## src/rtl/seg_led_pkg.sv

```systemverilog
// rtl/seg_led_pkg.sv - shared 7-segment code table, blank constant and count-mode type
// Segment bytes are {dp,g,f,e,d,c,b,a}, active-low.
package seg_led_pkg;

    typedef enum logic {
        MODE_EQUAL = 1'b0,
        MODE_HEX   = 1'b1
    } count_mode_e;

    localparam logic [7:0] SEG_OFF = 8'hFF;
    localparam int         DP_BIT  = 7;

    localparam logic [7:0] SEG_CODE [0:15] = '{
        8'hC0, 8'hF9, 8'hA4, 8'hB0,
        8'h99, 8'h92, 8'h82, 8'hF8,
        8'h80, 8'h90, 8'h88, 8'h83,
        8'hC6, 8'hA1, 8'h86, 8'h8E
    };

endpackage

```

## src/rtl/seg_decode.sv

```systemverilog
// rtl/seg_decode.sv - combinational nibble-to-segment decode with decimal point and blank control
module seg_decode
    import seg_led_pkg::*;
(
    input  logic [3:0] nibble,
    input  logic       blank,
    input  logic       dp_on,
    output logic [7:0] seg
);

    // Blanking overrides everything, including the decimal point.
    always_comb begin
        seg = SEG_CODE[nibble];
        if (dp_on) begin
            seg[DP_BIT] = 1'b0;
        end
        if (blank) begin
            seg = SEG_OFF;
        end
    end

endmodule

```

## src/rtl/seg_led_scan_counter.sv

```systemverilog
// rtl/seg_led_scan_counter.sv - tick-driven display value counter with multiplexed digit scan
// Optional leading-zero blanking in hex mode is enabled by defining SEG_LZ_BLANK_EN.
module seg_led_scan_counter
    import seg_led_pkg::*;
#(
    parameter int NUM_DIG  = 6,
    parameter int MAX_NUM  = 25_000_000,
    parameter int SCAN_NUM = 50_000
) (
    input  logic                 sys_clk,
    input  logic                 sys_rst,
    input  logic                 mode,
    input  logic                 pause,
    input  logic                 load,
    input  logic [4*NUM_DIG-1:0] load_val,
    output logic [NUM_DIG-1:0]   seg_sel,
    output logic [7:0]           seg_led
);

    localparam int VAL_W  = 4 * NUM_DIG;
    localparam int TICK_W = $clog2(MAX_NUM);
    localparam int SCAN_W = (SCAN_NUM > 1) ? $clog2(SCAN_NUM) : 1;
    localparam int IDX_W  = (NUM_DIG > 1) ? $clog2(NUM_DIG) : 1;

    localparam logic [TICK_W-1:0] TICK_LAST = TICK_W'(MAX_NUM - 1);
    localparam logic [SCAN_W-1:0] SCAN_LAST = SCAN_W'(SCAN_NUM - 1);
    localparam logic [IDX_W-1:0]  IDX_LAST  = IDX_W'(NUM_DIG - 1);

    count_mode_e       cur_mode;
    logic [TICK_W-1:0] tick_cnt;
    logic              tick;
    logic [VAL_W-1:0]  val;
    logic [VAL_W-1:0]  val_next_tick;
    logic [3:0]        low_inc;

    logic [SCAN_W-1:0] scan_cnt;
    logic              scan_wrap;
    logic [IDX_W-1:0]  dig_idx;

    logic [3:0]        cur_nib;
    logic              cur_blank;
    logic              cur_dp;
    logic [7:0]        dec_seg;

    assign cur_mode = count_mode_e'(mode);
    assign tick     = !pause && (tick_cnt == TICK_LAST);
    assign low_inc  = val[3:0] + 4'd1;

    // Mode is sampled only when a tick happens, so switching mode never alters val by itself.
    always_comb begin
        val_next_tick = val + VAL_W'(1);
        if (cur_mode == MODE_EQUAL) begin
            val_next_tick = {NUM_DIG{low_inc}};
        end
    end

    // Load wins over a coincident tick and is accepted while paused.
    always_ff @(posedge sys_clk or posedge sys_rst) begin
        if (sys_rst) begin
            tick_cnt <= '0;
            val      <= '0;
        end else if (load) begin
            tick_cnt <= '0;
            val      <= load_val;
        end else if (tick) begin
            tick_cnt <= '0;
            val      <= val_next_tick;
        end else if (!pause) begin
            tick_cnt <= tick_cnt + TICK_W'(1);
        end
    end

    assign scan_wrap = (scan_cnt == SCAN_LAST);

    always_ff @(posedge sys_clk or posedge sys_rst) begin
        if (sys_rst) begin
            scan_cnt <= '0;
            dig_idx  <= '0;
        end else if (scan_wrap) begin
            scan_cnt <= '0;
            dig_idx  <= (dig_idx == IDX_LAST) ? '0 : dig_idx + IDX_W'(1);
        end else begin
            scan_cnt <= scan_cnt + SCAN_W'(1);
        end
    end

    always_comb begin
        cur_nib = '0;
        for (int i = 0; i < NUM_DIG; i++) begin
            if (dig_idx == IDX_W'(i)) begin
                cur_nib = val[4*i +: 4];
            end
        end
    end

`ifdef SEG_LZ_BLANK_EN
    logic [IDX_W-1:0] top_idx;

    // Highest non-zero nibble; stays 0 for an all-zero value so digit 0 always shows.
    always_comb begin
        top_idx = '0;
        for (int i = 0; i < NUM_DIG; i++) begin
            if (val[4*i +: 4] != 4'd0) begin
                top_idx = IDX_W'(i);
            end
        end
    end

    assign cur_blank = (cur_mode == MODE_HEX) && (dig_idx > top_idx);
`else
    assign cur_blank = 1'b0;
`endif

    assign cur_dp = pause && (dig_idx == '0);

    seg_decode u_seg_decode (
        .nibble (cur_nib),
        .blank  (cur_blank),
        .dp_on  (cur_dp),
        .seg    (dec_seg)
    );

    always_ff @(posedge sys_clk or posedge sys_rst) begin
        if (sys_rst) begin
            seg_sel <= '1;
            seg_led <= SEG_OFF;
        end else begin
            seg_sel <= ~(NUM_DIG'(1) << dig_idx);
            seg_led <= dec_seg;
        end
    end

endmodule

```

## config.mk

```make
export PLATFORM = sky130hd
export DESIGN_NAME = seg_led_scan_counter
export DESIGN_NICKNAME = d
export VERILOG_FILES = /design/src/rtl/seg_led_pkg.sv /design/src/rtl/seg_decode.sv /design/src/rtl/seg_led_scan_counter.sv
export SDC_FILE = /design/constraint.sdc
export NUM_CORES = 1
export LEC_CHECK = 0
export ABC_AREA = 1
export BUFFER_PORTS_ARGS = -buffer_cell sky130_fd_sc_hd__buf_2
export CELL_PAD_IN_SITES_DETAIL_PLACEMENT = 2
export CELL_PAD_IN_SITES_GLOBAL_PLACEMENT = 2
export CORE_MARGIN = 2
export CORE_UTILIZATION = 27
export DETAILED_ROUTE_END_ITERATION = 8
export GPL_ROUTABILITY_DRIVEN = 0
export PLACE_DENSITY_LB_ADDON = 0.12
export SYNTH_ARGS = -nofsm -noshare
export SYNTH_HDL_FRONTEND = slang
export SYNTH_SLANG_ARGS = --single-unit
```

## constraint.sdc

```tcl
create_clock -name sys_clk -period 4.8 [get_ports sys_clk]
set_input_delay 0.48 -clock sys_clk [delete_from_list [all_inputs] [get_ports sys_clk]]
set_output_delay 0.48 -clock sys_clk [all_outputs]
set_load 0.03 [all_outputs]
```

==> results by group <==
Logic synthesis
  • Synth unique cells: 45
  • Mean Syn Cell Area: 7.07 um2
  • Synth Warn #: 0
  • Asr flop ratio synth: 100%
  • Synth Register Bits: 82
  • Top-area cell type share of the netlist area: 33.0%
  • Area fraction in compound gates after synthesis: 10.1%
  • Largest family of logic cells by synthesized area: simple AND/OR/NAND/NOR gates
  • XOR/XNOR share of the synthesized area: 3.23%
  • Post-synth EDFFs: 0
  • Syn Nets: 767
  • Multiplexer share of the synthesized area: 0.194%
  • Post-Synthesis Cell Area: 0.00515 mm2
  • Synth area leaders: dfrtp_1, nand2_1, dfstp_2
  • Adder-Cell Fraction of Synth Area: 2.43%
  • Synth area leader: dfrtp_1
  • Mapped Cells: 728
  • Main flop type after synthesis: dfrtp_1
  • Synth Area in Simple Gates: 34.8%
  • Register area share after synthesis: 40.2%

Final layout
  • Share of cells above drive strength 1: 13.7%
  • Final Net Count: 809
  • Final std cells w/o fill: 1,009
  • N_diodes: 0
  • Layout area overhead: 14.1%

Pwr
  • VDD IR max: 0.164 mV
  • PwrDens: 312 mW/mm2
  • Pleak: 2.74 nW

Global route
  • Met3 Use GR: 2.59%
  • Remaining global-route overflow: 0
  • First-pass GRT wire length: 28,300 um
  • Antenna violations before repair: 0
  • Vias in the first global route: 5,316
  • Largest net degree at the start of global routing: 50
  • GRT Util Overall: 18.0%
  • Met2 Usage GRT: 29.3%
  • Layer with the highest usage: met2
  • M1 GR Usage: 24.6%

Clocking
  • Post-CTS Setup Bufs: 0
  • CTS buffer count: 9
  • Reg clk slew, reported paths: 0.07 ns
  • CTS Buffer Depth: 2
  • H-tree depth: 3
  • CTS sink count: 82
  • Hold Buf Count CTS: 0
  • Root Buffer: clkbuf_16
  • Worst-Skew Late Latency: 0.35 ns
  • Post-CTS sizing: 0
  • CTS tree: yes

Critical path
  • Cells along the critical path: nand2_1 -> inv_1 -> ha_1 -> inv_1 -> nand2_1 -> inv_1 -> nand2_1 -> nand2_1 -> a21oi_1 -> inv_1 -> ha_1 -> nand2_1 -> nand2_1 -> nand2_1 -> nand2_1
  • Startpoint types: flip-flop
  • Worst-path fanout max: 11
  • Worst setup EP type: flip-flop
  • Worst endpoint data arrival time: 2.76 ns
  • CP bufs+invs: 4
  • Crit path top cell by count: nand2_1
  • Crit-path slowest cell: dfrtp_1
  • Critical Path Max Stage Delay: 0.59 ns
  • Crit path max-delay family: flip-flops
  • Register-to-Register Path Depth: 15
  • Worst r2r src: dig_idx[1]
  • Req. time, crit path: 5.08 ns
  • Setup Crit Path Kind: flip-flop to flip-flop
  • CP Launch Point: dig_idx[1]
  • Critical path depth: 15

STA
  • Max-slew violation count: 0
  • Max transition margin: 34.6%
  • Setup violations, final: 0
  • Clock skew: 0.00958 ns
  • Pin slew with the least headroom to its limit: 0.978 ns
  • Post-route clock period utilization: 51.7%
  • RSZ-0062 raised after global routing: no
  • Final hold vios: 0
  • F_max: 0.403 GHz
  • Tmin final: 2.48 ns
  • Final TNS setup: 0 ns

Detailed routing
  • Via count: 4,884
  • First drt pass iteration count: 4
  • WL/cell: 16.9 um
  • Final wirelength: 17,000 um
  • Iteration-0 DRC Markers: 133
  • DRT antenna net count: 0
  • DRC: 0
  • Vias per cell: 4.84

Floorplan
  • Die Height: 142 um
  • Core area: 0.0187 mm2
  • IO Count: 43
  • Die ar.: 0.0202 mm2
  • Rows: 50
  • Die width: 142 um
  • Starting Density: 27.5%

Place
  • HPWL after DPL: 12,900 um
  • Cell Count Post-Placement: 993
  • IO buf count: 42

Run
  • Max-Cap Viols: 0

Outcome
  • Run status: completed

Hold path
  • Hold Path Class: input port to asynchronous set/reset pin
-- registers in the layout (all words and copies together), names as in the netlist --
signal	cells
tick_cnt	25
val	24
scan_cnt	16
seg_led	8
seg_sel	6
dig_idx	3
-- report_power, final --
part           switching, W  total [W]  internal, W  leakage (nW)
Combinational      0.000219   0.000312    0.0000930          1.57
Sequential        0.0000525   0.000798     0.000746          1.04
Clock              0.000316   0.000720     0.000405         0.135
Total              0.000587    0.00183      0.00124          2.74
-- metrics by stage --
| stage | hold WS (ns) | worst slack [ns] | total power, W | util, % | area (um2) |
|---|---|---|---|---|---|
| CTS | 0.217 | 2.27 | 0.00187 | 31.4 | 5880 |
| global route | 0.235 | 1.94 | 0.00193 | 31.4 | 5880 |
| detailed placement | 0.474 | 2.19 | 0.00113 | 29.8 | 5580 |
| global placement | 0.448 | 2.21 | 0.00112 | 29.8 | 5580 |
| finish | 0.194 | 2.32 | 0.00183 | 31.4 | 5880 |
| floorplan | 0.433 | 2.23 | 0.00101 | - | 5150 |
-- worst register-to-register path: cells and delay by family, from the launching register on --
kind	cells	cell delay, ns
flops	1	0.59
buf+inv	4	0.41
fa+ha+maj	2	0.44
simple gates	8	0.55
compound gates	1	0.41
-- final cells by class --
cell class                 instances  area, um2
fill                            2261      12800
multi-input combinational        533       2620
tap                              234        293
sequential                        82       2070
timing repair buffer              44        225
clock inverter                     6       66.3
clock buffer                      10        229
inverter                         100        377
-- synth_stat cells (2+ instances only) --
cell and n:
nand2_1 205, inv_1 95, nor2_1 84, dfrtp_1 68
nand3_1 52, o21ai_0 51, a21oi_1 24, nor3_1 22
dfstp_2 14, xor2_1 14, nand4_1 13, ha_1 10
or2_2 9, o22ai_1 6, nor2_2 5, xnor2_1 5
buf_4 4, inv_2 4, nand2_2 4, o21ai_1 4
buf_6 3, clkbuf_1 3, nor4_1 3, and3_1 2
nor3_2 2, nor3b_1 2, o211ai_1 2
-- placed cells by master, fill, tap and decap left out, types with 13 or more instances in the layout --
| cell | netlist | final |
|---|---|---|
| dfrtp_1 | 68 | 68 |
| o21ai_0 | 51 | 51 |
| nand2_1 | 205 | 205 |
| nand3_1 | 52 | 52 |
| buf_2 | 1 | 42 |
| inv_1 | 95 | 94 |
| a21oi_1 | 24 | 24 |
| nor2_1 | 84 | 84 |
| xor2_1 | 14 | 14 |
| dfstp_2 | 14 | 14 |
| nor3_1 | 22 | 22 |
| nand4_1 | 13 | 13 |
-- logic make-up (layout without fill, tap and decap cells) --
family | after synthesis | after routing
buffers and inverters | 113 | 160
AND/OR/NAND/NOR | 409 | 409
XOR/XNOR | 19 | 19
multiplexers | 1 | 1
AO/OA/AOI/OAI | 94 | 94
adder cells (fa/ha/maj) | 10 | 10
flip-flops | 82 | 82
-- routing by layer --
layer	routed length (um)	vias up
met3	405	14
met5	0	-
met4	260	0
li1	-	2407
met2	7860	50
met1	8490	2413
-- path summary, 6_finish.rpt --
check / slack [ns] / end
setup / recovery: 2.32 / seg_led[3]
min in group sys_clk: 0.31 / seg_led[7]
max in group asynchronous: 3.49 / val[21]
hold / removal: 0.19 / tick_cnt[23]
setup reg to reg: 2.32 / seg_led[3]
hold reg to reg: 0.47 / scan_cnt[0]
(Power assumes the default switching activity.)
